`config.mk`:
```
export PLATFORM = sky130hd
export DESIGN_NAME = serial_addsub
export DESIGN_NICKNAME = d
export VERILOG_FILES = /design/src/rtl/addsub_pkg.sv /design/src/rtl/fa.sv /design/src/rtl/ha.sv /design/src/rtl/serial_addsub.sv
export SDC_FILE = /design/constraint.sdc
export NUM_CORES = 1
export LEC_CHECK = 0
export CELL_PAD_IN_SITES_DETAIL_PLACEMENT = 2
export CELL_PAD_IN_SITES_GLOBAL_PLACEMENT = 2
export CORE_ASPECT_RATIO = 0.7
export CORE_UTILIZATION = 32
export DETAILED_ROUTE_END_ITERATION = 8
export GPL_ROUTABILITY_DRIVEN = 0
export PLACE_DENSITY_LB_ADDON = 0.1
export SETUP_SLACK_MARGIN = 0.2
export SLEW_MARGIN = 20
export SYNTH_ARGS = -nofsm -noshare
export SYNTH_HDL_FRONTEND = slang
export SYNTH_SLANG_ARGS = --single-unit
export TNS_END_PERCENT = 30
```
`constraint.sdc`:
```
create_clock -name clk -period 3.7 [get_ports clk]
set_clock_uncertainty 0.15 [all_clocks]
set_input_delay 0.925 -clock clk [delete_from_list [all_inputs] [get_ports clk]]
set_output_delay 0.925 -clock clk [all_outputs]
set_load 0.05 [all_outputs]
```
`src/rtl/addsub_pkg.sv`:
```
// Shared definitions for the bit-serial adder/subtractor.
//   state_t : controller states (IDLE, RUN, DONE)
//   clog2   : ceiling log2, used to size the bit counter
package addsub_pkg;

    typedef enum logic [1:0] {
        IDLE = 2'd0,
        RUN  = 2'd1,
        DONE = 2'd2
    } state_t;

    // Ceiling log2 of value (0 for value <= 1).
    function automatic int clog2(input int value);
        int r;
        r = 0;
        while ((32'sd1 <<< r) < value) begin
            r = r + 1;
        end
        return r;
    endfunction

endpackage

```
`src/rtl/fa.sv`:
```
// Full adder built from two half adders and an OR.
//   x, y : input bits
//   cin  : carry in
//   s    : sum bit
//   cout : carry out (majority of x, y, cin)
module fa (
    input  logic x,
    input  logic y,
    input  logic cin,
    output logic s,
    output logic cout
);

    logic s0_s;
    logic c0_s;
    logic c1_s;

    ha u_ha0 (.x(x),    .y(y),   .s(s0_s), .c(c0_s));
    ha u_ha1 (.x(s0_s), .y(cin), .s(s),    .c(c1_s));

    // The two half-adder carries can never both be 1, so OR forms the majority.
    assign cout = c0_s | c1_s;

endmodule

```
`src/rtl/ha.sv`:
```
// Half adder.
//   x, y : input bits
//   s    : sum bit (x ^ y)
//   c    : carry bit (x & y)
module ha (
    input  logic x,
    input  logic y,
    output logic s,
    output logic c
);

    assign s = x ^ y;
    assign c = x & y;

endmodule

```
`src/rtl/serial_addsub.sv`:
```
// Bit-serial adder/subtractor: WIDTH-bit operands processed LSB-first, one
// bit per clock, through a single full-adder cell and a carry flop.
//   clk, rst : rising-edge clock, synchronous active-high reset
//   start    : request, accepted when idle or in the done cycle
//   sub      : 1 = a - b (only when SUB_EN != 0), 0 = a + b
//   a, b     : operands, latched on acceptance
//   busy     : high while bits are being processed
//   done     : one-cycle pulse when sum/carry/overflow are updated
//   sum      : result, modulo 2^WIDTH, held until the next completion
//   carry    : carry out of MSB (for subtract, 1 = no borrow)
//   overflow : signed overflow (carry into MSB XOR carry out of MSB)
module serial_addsub
    import addsub_pkg::*;
#(
    parameter int WIDTH  = 8,
    parameter int SUB_EN = 1
) (
    input  logic             clk,
    input  logic             rst,
    input  logic             start,
    input  logic             sub,
    input  logic [WIDTH-1:0] a,
    input  logic [WIDTH-1:0] b,
    output logic             busy,
    output logic             done,
    output logic [WIDTH-1:0] sum,
    output logic             carry,
    output logic             overflow
);

    localparam int CW = (clog2(WIDTH) < 1) ? 1 : clog2(WIDTH);
    localparam logic [CW-1:0] LAST_BIT = CW'(WIDTH - 1);

    state_t           state_r;
    logic [WIDTH-1:0] a_sh_r;
    logic [WIDTH-1:0] b_sh_r;
    logic [WIDTH-1:0] res_r;
    logic             c_r;
    logic [CW-1:0]    cnt_r;
    logic             busy_r;
    logic             done_r;
    logic [WIDTH-1:0] sum_r;
    logic             carry_r;
    logic             ovf_r;

    logic             sub_eff_s;
    logic             bit_s;
    logic             cout_s;

    // Subtraction is a + ~b + 1: b is inverted at load and the +1 enters
    // through the initial carry.
    assign sub_eff_s = (SUB_EN != 0) ? sub : 1'b0;

    fa u_fa (
        .x   (a_sh_r[0]),
        .y   (b_sh_r[0]),
        .cin (c_r),
        .s   (bit_s),
        .cout(cout_s)
    );

    // Controller, operand/result shift registers and registered outputs.
    always_ff @(posedge clk) begin
        if (rst) begin
            state_r <= IDLE;
            a_sh_r  <= {WIDTH{1'b0}};
            b_sh_r  <= {WIDTH{1'b0}};
            res_r   <= {WIDTH{1'b0}};
            c_r     <= 1'b0;
            cnt_r   <= {CW{1'b0}};
            busy_r  <= 1'b0;
            done_r  <= 1'b0;
            sum_r   <= {WIDTH{1'b0}};
            carry_r <= 1'b0;
            ovf_r   <= 1'b0;
        end else begin
            case (state_r)
                IDLE, DONE: begin
                    done_r <= 1'b0;
                    if (start) begin
                        a_sh_r  <= a;
                        b_sh_r  <= b ^ {WIDTH{sub_eff_s}};
                        c_r     <= sub_eff_s;
                        cnt_r   <= {CW{1'b0}};
                        busy_r  <= 1'b1;
                        state_r <= RUN;
                    end else begin
                        busy_r  <= 1'b0;
                        state_r <= IDLE;
                    end
                end
                RUN: begin
                    a_sh_r <= {1'b0, a_sh_r[WIDTH-1:1]};
                    b_sh_r <= {1'b0, b_sh_r[WIDTH-1:1]};
                    res_r  <= {bit_s, res_r[WIDTH-1:1]};
                    c_r    <= cout_s;
                    cnt_r  <= cnt_r + CW'(1);
                    if (cnt_r == LAST_BIT) begin
                        // MSB cycle: c_r is the carry into the MSB, cout_s the
                        // carry out, so overflow is formed directly here.
                        sum_r   <= {bit_s, res_r[WIDTH-1:1]};
                        carry_r <= cout_s;
                        ovf_r   <= c_r ^ cout_s;
                        busy_r  <= 1'b0;
                        done_r  <= 1'b1;
                        state_r <= DONE;
                    end else begin
                        busy_r  <= 1'b1;
                        done_r  <= 1'b0;
                        state_r <= RUN;
                    end
                end
                default: begin
                    busy_r  <= 1'b0;
                    done_r  <= 1'b0;
                    state_r <= IDLE;
                end
            endcase
        end
    end

    assign busy     = busy_r;
    assign done     = done_r;
    assign sum      = sum_r;
    assign carry    = carry_r;
    assign overflow = ovf_r;

endmodule

```
==> out/metrics.csv, run 1 <==
stage;metric;value;unit
status;status;finished, final reports clean;
sta;finalCritPeriodShare;71.58;%
synth;ys_seq_area_share;48.30;%
cells_and_area;fin_util;41.71;%
synth;synth_cell_types;22;
cts;cts_resized;0;
critical_path;critPathRequiredTime;2.62;ns
cells_and_area;final_cell_mix;40 x dfxtp_1, 36 x a21oi_1, 36 x nand2_1, 31 x clkdlybuf4s50_1, 20 x nand3_1;
cts;cts_tree;done;
floorplan;fp.dieArea;0.005477;sq mm
synth;synth-edff-count;0;
grt;antenna_found_initial;0;
sta;fmax;0.3776;GHz
route;drt-initial-drc-count;46;
critical_path;critPathTopFamily;buffers and inverters;
worst_hold_path;min_path_cells;2;
cts;cts_sinks;40;
grt;grt_pass1_wl;6.796;mm
floorplan;pin_count;32;
route;wl_per_cell;13.95;microns
grt;grt_max_degree;41;
sta;post-route-min-period;2.648;ns
cells_and_area;num_antenna_cells;0;
cts;holdBufCountCts;0;
critical_path;setup.worst_path.end_class;output pin;
placement;dp.cells;274;
sta;rsz0062_at_grt;no;
sta;final-setup-viol-count;0;
floorplan;row_count;21;
placement;post-place-ws;1.171;ns
synth;yosys_warnings;0;
critical_path;timing.reg2reg.setup_slack;1.85;ns
cts;cts_buffers;5;
critical_path;worst-path-buf-inv;1;
floorplan;fp.dieH;62.22;microns
synth;synth_top_family_by_area;compound AO/OA/AOI/OAI gates;
job;drv_cap;0;
floorplan;start_util;33.92;%
critical_path;critPathSlowestCell;clkdlybuf4s50_1;
cts;cts_max_path_buffers;2;
route;dr.pass1.iters;4;
route;num_vias;1404;
synth;synthSimpleGateAreaFrac;18.04;%
synth;syn_nets;212;
synth;ys_seq_elements;40;
cts;h-tree-depth;2;
cts;postCtsSetupBuffers;0;
placement;dpl.hpwl;2.547;mm
sta;final_hold_viol_count;0;
synth;muxShareOfSynthArea;0;%
sta;slew_headroom;36.66;%
cells_and_area;layout.nets;235;
grt;grt_pass1_vias;1504;
synth;synth_xor_xnor_area_share;4.755;%
cells_and_area;fillers;564;
placement;port_buffers;31;
cells_and_area;multi_input_area;748.2;sq um
critical_path;worst-setup-path-type;register to output pin;
grt;grt_overflow;0;
sta;slew_viol_final;0;
cts;clkTransAtPathRegs;0.07;ns
cts;clock-root-buffer;clkbuf_8;
worst_hold_path;min-delay-start;sum[5]$_SDFFE_PP0P_;
critical_path;crit_path_start;state_r[0]$_SDFF_PP0_;
cells_and_area;design_area;0.002038;sq mm
pwr;power_density;411.6;mW/mm^2
synth;ys.flop_type;dfxtp_1;
synth;synthAdderAreaFrac;2.717;%
synth;syn_inst;189;
route;avgViaCountPerCell;4.996;
route;drc;0;
floorplan;die_w;88.03;microns
cells_and_area;final_cells;281;
cells_and_area;syn2layout_area_growth;22.94;%
critical_path;r2r_start;state_r[0]$_SDFF_PP0_;
critical_path;r2r_end;b_sh_r[3]$_SDFFE_PP0P_;
cells_and_area;regArea;800.8;sq um
synth;synth_area;0.001658;sq mm
critical_path;crit_path_max_incr_delay;0.84;ns
sta;tightest_slew;0.9502;ns
critical_path;worst_r2r_path_depth;3;
grt;gr-usage-all-layers;16.07;%
route;ant_nets;0;
route;finalWirelength;3.921;mm
sta;postLayoutSetupSlackWorst;1.052;ns
critical_path;cp_max_fo;7;
pwr;leakage;0.6895;nW
cts;clk_latency;0.29;ns
synth;synth-async-reset-ratio;0;%
floorplan;core;0.004887;sq mm
pwr;ir_drop;116.7;uV
synth;avgSynthCellArea;8.772;sq um
synth;synth_compound_area_share;19.47;%
critical_path;cp.depth;1;
critical_path;cp-start-kind;register;
sta;tns;0;ns
critical_path;crit_arrival;1.57;ns
worst_hold_path;worstHoldPathType;register to register;
critical_path;crit_chain;clkdlybuf4s50_1;
placement;post_dp_cell_area;0.001958;sq mm
cells_and_area;layout_commonest_cell;dfxtp_1;
cells_and_area;layout-drive-gt1-share;5.660;%
worst_hold_path;min_to;sum[5]$_SDFFE_PP0P_;
## cells by family (layout without fill, tap and decap cells)
group / Yosys count / count (layout)
AND/OR/NAND/NOR: 67 / 67
AO/OA/AOI/OAI: 53 / 53
flip-flops: 40 / 40
buffers and inverters: 17 / 40
XOR/XNOR: 9 / 9
adder cells (fa/ha/maj): 3 / 3
## through the flow
stage,hold WS (ns),power (mW)
2_1_floorplan,0.2821,0.5433
5_1_grt,0.3387,0.8876
6_report,0.3089,0.8390
3_5_place_dp,0.3030,0.5751
4_1_cts,0.3111,0.8558
3_3_place_gp,0.2908,0.5698
## flip-flops by register name, indices dropped and copies added, names as in the netlist
signal,flops
a_sh_r,8
b_sh_r,8
sum,8
res_r,7
cnt_r,3
state_r,2
c_r,1
carry,1
done,1
overflow,1
## cell usage after synthesis (4+ instances only)
master | number | area (sq um)
dfxtp_1 | 40 | 800.8
a21oi_1 | 36 | 180.2
nand2_1 | 36 | 135.1
nand3_1 | 20 | 100.1
a22oi_1 | 12 | 90.09
xor2_1 | 8 | 70.07
buf_2 | 5 | 25.02
clkbuf_1 | 5 | 18.77
buf_6 | 4 | 45.04
nor2_1 | 4 | 15.01
## power breakdown
group / internal (mW) / total [mW] / switching [mW]
combinational: 0.0460 / 0.105 / 0.0589
clock: 0.128 / 0.275 / 0.147
sequential: 0.447 / 0.459 / 0.0116
total: 0.622 / 0.839 / 0.217
## worst max-delay path by stage
stage,slack [ns],to
floorplan,1.84,a_sh_r[0]$_SDFFE_PP0P_
global placement,1.26,a_sh_r[0]$_SDFFE_PP0P_
detailed placement,1.17,b_sh_r[3]$_SDFFE_PP0P_
CTS,1.06,busy
global route,0.98,busy
finish,1.05,busy
## area by class of cell
| cell class | instances | share of cell area, % |
|---|---|---|
| Sequential cell | 40 | 39.29 |
| Multi-Input combinational cell | 132 | 36.71 |
| Timing Repair Buffer | 33 | 15.96 |
| Tap cell | 69 | 4.236 |
| Clock buffer | 6 | 3.560 |
| Clock inverter | 1 | 0.2455 |
## per-layer routing
layer  vias to the layer above  global-route usage (%)  wire (microns)
li1                        691                       -               -
met1                       684                   20.52            1862
met2                        27                   26.36            1876
met3                         2                   3.989             152
met4                         0                   5.444              30
met5                         -                       0               0
## tightest hold or removal path, delay by kind of cell (launching register included)
kind / cells / cell delay, ns
compound gates: 1 / 0.05
simple gates: 1 / 0.05
flops: 1 / 0.31
Power figures use the tool's default switching activity.
==> inputs of run 2 (changes only) <==
--- a/config.mk
+++ b/config.mk
@@ -8,7 +8,7 @@
 export CELL_PAD_IN_SITES_DETAIL_PLACEMENT = 2
 export CELL_PAD_IN_SITES_GLOBAL_PLACEMENT = 2
 export CORE_ASPECT_RATIO = 0.7
-export CORE_UTILIZATION = 32
+export CORE_UTILIZATION = 30
 export DETAILED_ROUTE_END_ITERATION = 8
 export GPL_ROUTABILITY_DRIVEN = 0
 export PLACE_DENSITY_LB_ADDON = 0.1
==> constraint.sdc (replaced) <==
create_clock -name clk -period 2.6 [get_ports clk]
set_clock_uncertainty 0.15 [all_clocks]
set_input_delay 0.65 -clock clk [delete_from_list [all_inputs] [get_ports clk]]
set_output_delay 0.65 -clock clk [all_outputs]
set_load 0.05 [all_outputs]
==> out/metrics.csv, run 2 (synthesis results as in run 1) <==
stage;metric;value;unit
cts;clock-root-buffer;clkbuf_8;
floorplan;fp.dieArea;0.005832;sq mm
critical_path;worst-path-buf-inv;1;
sta;final-setup-viol-count;0;
cts;h-tree-depth;2;
floorplan;fp.dieH;64.20;microns
floorplan;pin_count;32;
floorplan;row_count;22;
cts;cts_max_path_buffers;2;
cells_and_area;design_area;0.002083;sq mm
grt;grt_pass1_wl;7.603;mm
cts;cts_resized;0;
route;drt-initial-drc-count;51;
sta;holdWs;0.3102;ns
grt;grt_max_degree;29;
cts;holdBufCountCts;0;
cells_and_area;final_cell_mix;40 x dfxtp_1, 36 x a21oi_1, 36 x nand2_1, 30 x clkdlybuf4s50_1, 20 x nand3_1;
cells_and_area;layout-drive-gt1-share;7.407;%
worst_hold_path;min-delay-start;sum[4]$_SDFFE_PP0P_;
route;avgViaCountPerCell;4.889;
critical_path;setup.worst_path.end_class;output pin;
sta;tns;0;ns
sta;slew_viol_final;0;
floorplan;start_util;31.37;%
cells_and_area;fin_util;39.42;%
sta;post-route-min-period;2.245;ns
placement;port_buffers;31;
grt;antenna_found_initial;0;
route;num_vias;1408;
cells_and_area;num_antenna_cells;0;
cells_and_area;layout.nets;238;
sta;tightest_slew;0.6285;ns
floorplan;die_w;90.85;microns
status;status;finished, final reports clean;
job;drv_cap;0;
pwr;power;1.243;mW
sta;fmax;0.4454;GHz
route;ant_nets;0;
cts;clkTransAtPathRegs;0.08;ns
worst_hold_path;worstHoldPathType;register to register;
cts;clk_latency;0.29;ns
critical_path;r2r_start;cnt_r[0]$_SDFFE_PP0P_;
placement;dpl.hpwl;3.028;mm
sta;slew_headroom;58.10;%
sta;finalCritPeriodShare;86.36;%
route;dr.pass1.iters;6;
critical_path;crit_path_max_incr_delay;0.81;ns
cts;postCtsSetupBuffers;0;
cts;cts_tree;done;
critical_path;crit_path_start;overflow$_SDFFE_PP0P_;
floorplan;core;0.005285;sq mm
pwr;ir_drop;297.2;uV
critical_path;cp-start-kind;register;
grt;grt_pass1_vias;1575;
sta;rsz0062_at_grt;no;
critical_path;worst-setup-path-type;register to output pin;
critical_path;critPathSlowestCell;clkdlybuf4s50_1;
cts;cts_sinks;40;
critical_path;critPathTopFamily;buffers and inverters;
critical_path;crit_arrival;1.45;ns
placement;post_dp_cell_area;0.001984;sq mm
critical_path;critPathRequiredTime;1.80;ns
route;drc;0;
cells_and_area;layout_commonest_cell;dfxtp_1;
route;wl_per_cell;15.40;microns
pwr;leakage;0.7211;nW
pwr;power_density;596.8;mW/mm^2
critical_path;crit_chain;clkdlybuf4s50_1;
grt;gr-usage-all-layers;16.63;%
grt;grt_overflow;0;
critical_path;cp_max_fo;2;
cts;cts_buffers;5;
cells_and_area;syn2layout_area_growth;25.66;%
sta;final_hold_viol_count;0;
route;finalWirelength;4.436;mm
-- run 2: cell count changes in the layout (fill, tap and decap cells not counted) --
cell             before  now
dlymetal6s2s_1        0    1
buf_4                 2    5
clkdlybuf4s50_1      31   30
clkbuf_8              5    6
clkinv_2              1    0
clkinvlp_4            0    1
-- run 2: worst paths after layout --
kind	endpoint	slack, ns	cells past startpoint
worst min register to register	sum[4]$_SDFFE_PP0P_	0.31	2
worst max-delay path	overflow	0.35	1
worst max register to register	overflow$_SDFFE_PP0P_	0.91	5
worst min-delay path	sum[4]$_SDFFE_PP0P_	0.31	2
-- run 2: stage by stage --
| step | worst slack [ns] | std cells |
|---|---|---|
| after floorplan | 1.015 | 189 |
| after global placement | 0.5447 | 280 |
| after detailed placement | 0.4543 | 280 |
| after CTS | 0.2240 | 288 |
| after global routing | 0.2935 | 288 |
| final | 0.3547 | 288 |
-- run 2: final cells by class --
type | instances | area, sq um
Clock buffer | 7 | 86.33
Fill cell | 610 | 3202
Clock inverter | 1 | 7.507
Tap cell | 72 | 90.09
Timing Repair Buffer | 36 | 350.3
Sequential cell | 40 | 800.8
Multi-Input combinational cell | 132 | 748.2
-- run 2: power by group --
group	internal (mW)	switching, mW	leakage [nW]
Sequential	0.637	0.0171	0.325
Combinational	0.0698	0.0903	0.351
Clock	0.216	0.214	0.0445
-- run 2: metal layers --
layer	vias up	part of all wire (%)	routed length, microns	GRT usage, %
met5	-	0	0	0
met3	0	2.4	108	3.810
met4	0	0	0	4.167
met1	695	48	2124	20.93
met2	18	50	2203	28.88
li1	695	-	-	-
==> edit 1: new RTL, config.mk and constraints of run 2 <==
Re-encode `state_t` (3 states) as one-hot, 3 bits wide.
--- a/src/rtl/addsub_pkg.sv
+++ b/src/rtl/addsub_pkg.sv
@@ -3,10 +3,10 @@
 //   clog2   : ceiling log2, used to size the bit counter
 package addsub_pkg;
 
-    typedef enum logic [1:0] {
-        IDLE = 2'd0,
-        RUN  = 2'd1,
-        DONE = 2'd2
+    typedef enum logic [2:0] {
+        IDLE = 3'b001,
+        RUN  = 3'b010,
+        DONE = 3'b100
     } state_t;
 
     // Ceiling log2 of value (0 for value <= 1).
Check against the original RTL: same outputs for any inputs over 10 cycles, from zero or initial values and one cycle with rst high; not proved beyond that.
==> edit 1 against run 2 <==
- global-route usage rose by 1.3 points
- area after synthesis increased by 8.0%
- sequential cell count rose by 1
- via count is 13% higher
- sequential share of layout area down 2.2 points
- total power rose by 9.8%
- wire length grew 13%
- clock power grew 26%
- worst setup slack worse by 0.014 ns
- highest routed layer is now met4
- final area increased by 8.6%
- first-iteration DRC count down 18%
- die area rose by 7.8%
==> edit 1: results (changes against run 2) <==
- The endpoint identified for the worst register-to-register timing path is res_r[6].
- The maximum fanout encountered on the critical timing path came to 2 (unchanged).
- The number of setup buffers added after CTS is 0 (unchanged).
- The setup slack of the worst register-to-register path is 0.56 ns (-0.35 ns).
- The worst slack at placement is 0.217 ns (-0.237 ns).
- The adder and majority gate portion of the synthesized area is 0.0252 (-0.00201).
- Ranked by instance count, the synthesized netlist is headed by dfxtp_1, nand2_1, a21oi_1.
- The run finished with clean final reports.
- The worst hold path stage count is 2 (unchanged).
- The cell family contributing the most delay on the critical path is buffers and inverters.
- The number of global-route vias before repair came to 1,688 (+7.2%).
- The cell depth of the worst flop-to-flop path is 4 (-1).
- The iteration count of the initial detailed-routing pass is 4 (-2).
- The worst vdd rail ir drop was 0.215 mV (-28%).
- The number of instances in the placed design came to 297 (+6.1%).
- The aggregate routed wire length came to 5.02 mm (+13%).
- The hold path endpoint is sum[7].
- The synthesized net count came to 229 (+8.0%).
- The sequential element share of the synthesized area is 0.458 (-0.0246).
- The number of nets in the layout is 252 (+5.9%).
- The max-slew headroom at the worst pin was 0.368 (-0.213).
- The synthesized-area fraction occupied by xor and xnor cells is 0.0580 (+0.0105).
- The largest individual stage delay along the critical path comes from the cell clkdlybuf4s50_1.
- The hold path startpoint is sum[7].
- The fraction of registers with async set or reset after synthesis came to 0 (unchanged).
- The min-delay analysis places its worst path in the category reg2reg.
- The overall fraction of global-route tracks in use was 0.179 (+0.0130).
- The maximum cell stage delay along the critical path is 0.81 ns (about the same).
- Among all flip-flop cells after synthesis, the most frequent one is dfxtp_1.
- Ranked by total cell area, the synthesized netlist is headed by dfxtp_1, a21oi_1, nand2_1.
- The clock-pin transition on the worst setup and hold timing paths is 0.08 ns (about the same).
- The maximum number of buffers from clock root to sink is 2 (unchanged).
- The number of buffers inserted by port buffering came to 31 (unchanged).
- The antenna diode instance count is 0 (unchanged).
- The number of H-tree levels is 2 (unchanged).
- The total of fill cells in the finished design is 617 (+1.1%).
- The sum of net half-perimeters after detailed placement is 3.36 mm (+11%).
- The detailed-route vias per instance is 5.19 (+6.2%).
- The distinct cell type count of the synthesized netlist came to 29 (+32%).
- The pin count of the biggest net entering global routing is 42 (+45%).
- The initial detailed-routing violation count is 42 (-18%).
- The first-pass GRT wire length was 8.47 mm (+11%).
- The number of antenna violations at the first check in global routing is 0 (unchanged).
- STA puts the critical path data arrival time at 1.46 ns.
- The final hold slack is 0.307 ns (-0.00340 ns).
- The final standard cell count with taps included and fillers excluded was 305 (+5.9%).
- The proportion of layout cells with a drive suffix above 1 was 0.0783 (+0.00419).
- The CTS root buffer is clkbuf_8.
- The synthesized-area fraction occupied by ao, oa, aoi and oai cells is 0.231 (+0.0366).
- The static leakage power is 0.774 nW (+7.4%).
- The number of warnings issued by yosys was 0 (unchanged).
- The mean instance size in the synthesized netlist was 8.69 um^2 (-0.91%).
- The worst reg2reg path startpoint is state_r[0].
- The internal power is 1.04 mW (+12%).
- The total cell area at the placement stage is 2140 um^2 (+8.0%).
- The mux share of post-synthesis cell area came to 0 (unchanged).
==> edit 1: timing repair <==
action,CTS,global route
hold buffers,0,0
resized for setup,0,1
hold endpoints to repair,0,0
setup endpoints to repair,0,1
==> edit 1: final cells by class <==
class | count | area [um^2] | share of cell area
Multi-Input combinational cell | 144 | 873 | 0.386
Sequential cell | 41 | 821 | 0.363
Timing Repair Buffer | 37 | 358 | 0.158
Tap cell | 75 | 93.8 | 0.0415
Clock buffer | 7 | 86.3 | 0.0382
Clock inverter | 1 | 30.0 | 0.0133
==> edit 1: cell families after synthesis <==
| group | count (synthesis) |
|---|---|
| flops | 41 |
| buf+inv | 21 |
| compound gates | 65 |
| simple gates | 65 |
| fa+ha+maj | 3 |
| xor+xnor | 11 |
==> edit 1: power groups by stage <==
stage / combinational, mW / sequential [mW] / clock (mW)
after detailed placement: 0.158 / 0.685 / 0
after global placement: 0.148 / 0.683 / 0
after floorplan: 0.0965 / 0.683 / 0
after global routing: 0.173 / 0.673 / 0.579
final: 0.156 / 0.670 / 0.539
after CTS: 0.159 / 0.670 / 0.556
==> edit 1: metal layers <==
metal,vias to the layer above,track usage,part of all wire
li1,769,-,-
met1,783,0.220,0.48
met2,28,0.303,0.47
met3,4,0.0491,0.037
met4,0,0.0615,0.012
met5,-,0,0
==> edit 1: worst max-delay path by stage <==
| stage | from | end | slack [ns] | depth (start not counted) |
|---|---|---|---|---|
| 2_1_floorplan | state_r[1] | cnt_r[1] | 0.81 | 5 |
| 3_3_place_gp | start | a_sh_r[3] | 0.34 | 4 |
| 3_5_place_dp | start | a_sh_r[3] | 0.22 | 4 |
| 4_1_cts | state_r[1] | busy | 0.20 | 1 |
| 5_1_grt | carry | carry | 0.27 | 1 |
| 6_report | carry | carry | 0.34 | 1 |
==> edit 2: new RTL, settings of run 2 <==
Made on the original files. The parameter `SUB_EN` goes from 1 to 0. Comments in the files are not updated.
--- a/src/rtl/serial_addsub.sv
+++ b/src/rtl/serial_addsub.sv
@@ -13,7 +13,7 @@
     import addsub_pkg::*;
 #(
     parameter int WIDTH  = 8,
-    parameter int SUB_EN = 1
+    parameter int SUB_EN = 0
 ) (
     input  logic             clk,
     input  logic             rst,
Formal check against the unedited RTL: not equivalent (Yosys sat finds a counterexample within 10 cycles, from zero or initial values and one cycle with rst high).
==> edit 2 against run 2 <==
- maximum frequency barely moved
- final area is 5.2% lower
- worst setup slack is essentially flat
- wire length decreased by 6.1%
- area after synthesis fell by 6.7%
- synthesized cell count down 6.9%
- total power is 2.4% higher
- sequential cell count is the same
==> edit 2: results (changes against run 2) <==
- The met1 track demand over resource in global routing is 0.207 (-0.00188).
- The sequential element share of the synthesized area was 0.518 (+0.0348).
- Sorting the synthesized cells by how often they occur yields dfxtp_1, nand2_1, nor3_1.
- The length of routed met2 wiring is 2.02 mm (-8.4%).
- The sum of net half-perimeters after detailed placement is 2.75 mm (-9.2%).
- The worst slack at placement is 0.390 ns (-0.0640 ns).
- The instance count of the mapped netlist is 176 (-6.9%).
- The setup slack of the worst register-to-register path was 0.82 ns (-0.09 ns).
- The total of fill cells in the finished design was 545 (-11%).
- The clock latency of the later-clocked register in the worst-skew pair is 0.29 ns (about the same).
- The portion of synthesized cell area occupied by the leading cell type is 0.518 (+0.0348).
- The detailed-route vias per instance is 5.00 (+2.3%).
- The clock-pin transition on the worst setup and hold timing paths was 0.08 ns (about the same).
- The synthesized-area fraction occupied by xor and xnor cells came to 0.00566 (-0.0419).
- The worst vdd rail ir drop is 0.185 mV (-38%).
- The max-slew headroom at the worst pin is 0.584 (+0.00346).
- The final standard cell count with taps included and fillers excluded is 272 (-5.6%).
- The highest signal layer in the routed design is met4.
- The worst hold path stage count is 2 (unchanged).
- The detailed-routed wire length on met3 is 149 um (+38%).
- The adder and majority gate portion of the synthesized area was 0.0291 (+0.00196).
- The run finished with clean final reports.
- The number of buffers inserted by port buffering is 30 (-3.2%).
- The synthesized-area fraction occupied by ao, oa, aoi and oai cells is 0.155 (-0.0394).
- The routed metal-1 wire length was 1.94 mm (-8.6%).
- The number of maximum-capacitance constraint violations came to 0 (unchanged).
- The number of global-route vias before repair is 1,452 (-7.8%).
- The number of failing hold endpoints at the final stage is 0 (unchanged).
- The number of nets in the layout is 226 (-5.0%).
- The initial detailed-routing violation count came to 35 (-31%).
- The setup slack after layout is 0.354 ns (-0.000477 ns).
- The proportion of layout cells with a drive suffix above 1 is 0.0739 (-0.000182).
- The final hold slack is 0.313 ns (+0.00240 ns).
- The synthesized net count is 199 (-6.1%).
- The first-pass GRT wire length is 7.02 mm (-7.7%).
- The met2 track demand over resource in global routing is 0.313 (+0.0246).
- By area the synthesized netlist is led by dfxtp_1, nand2_1, nor3_1.
- The distinct cell type count of the synthesized netlist is 25 (+14%).
- The post-cts gate resize count is 1 (+1).
- The routed length per instance is 15.3 um (-0.54%).
- The static leakage power came to 0.673 nW (-6.7%).
- The iteration count of the initial detailed-routing pass was 2 (-4).
- The overall fraction of global-route tracks in use is 0.175 (+0.00917).
- The total cell area at the placement stage is 1880 um^2 (-5.2%).
- The pin count of the biggest net entering global routing was 41 (+41%).
[edit 2: changes by cell type in the layout (fill, tap and decap cells not counted), sizes merged, moves of 3 or more]
cell / delta
a21oi: -16
a22oi: -15
inv: +3
nand2: -4
nand3: -14
nor3: +24
o22ai: +14
xor2: -8
[edit 2: worst paths after layout]
path / startpoint / to
setup / recovery: sum[3] / sum[3]
setup reg to reg: cnt_r[0] / carry
hold reg to reg: overflow / overflow
hold / removal: overflow / overflow
[edit 2: power breakdown]
| part | switching, mW | total (mW) | internal [mW] | leakage, nW |
|---|---|---|---|---|
| Clock | 0.216 | 0.452 | 0.237 | 0.0503 |
| Sequential | 0.0179 | 0.660 | 0.643 | 0.326 |
| Combinational | 0.0884 | 0.161 | 0.0722 | 0.296 |
[edit 2: area by class of cell]
type                            count  area (um^2)  share of cell area
Tap cell                           69         86.3              0.0437
Inverter                            3         11.3             0.00570
Sequential cell                    40          801               0.405
Multi-Input combinational cell    120          659               0.334
Clock buffer                        7         96.3              0.0488
Timing Repair Buffer               33          322               0.163
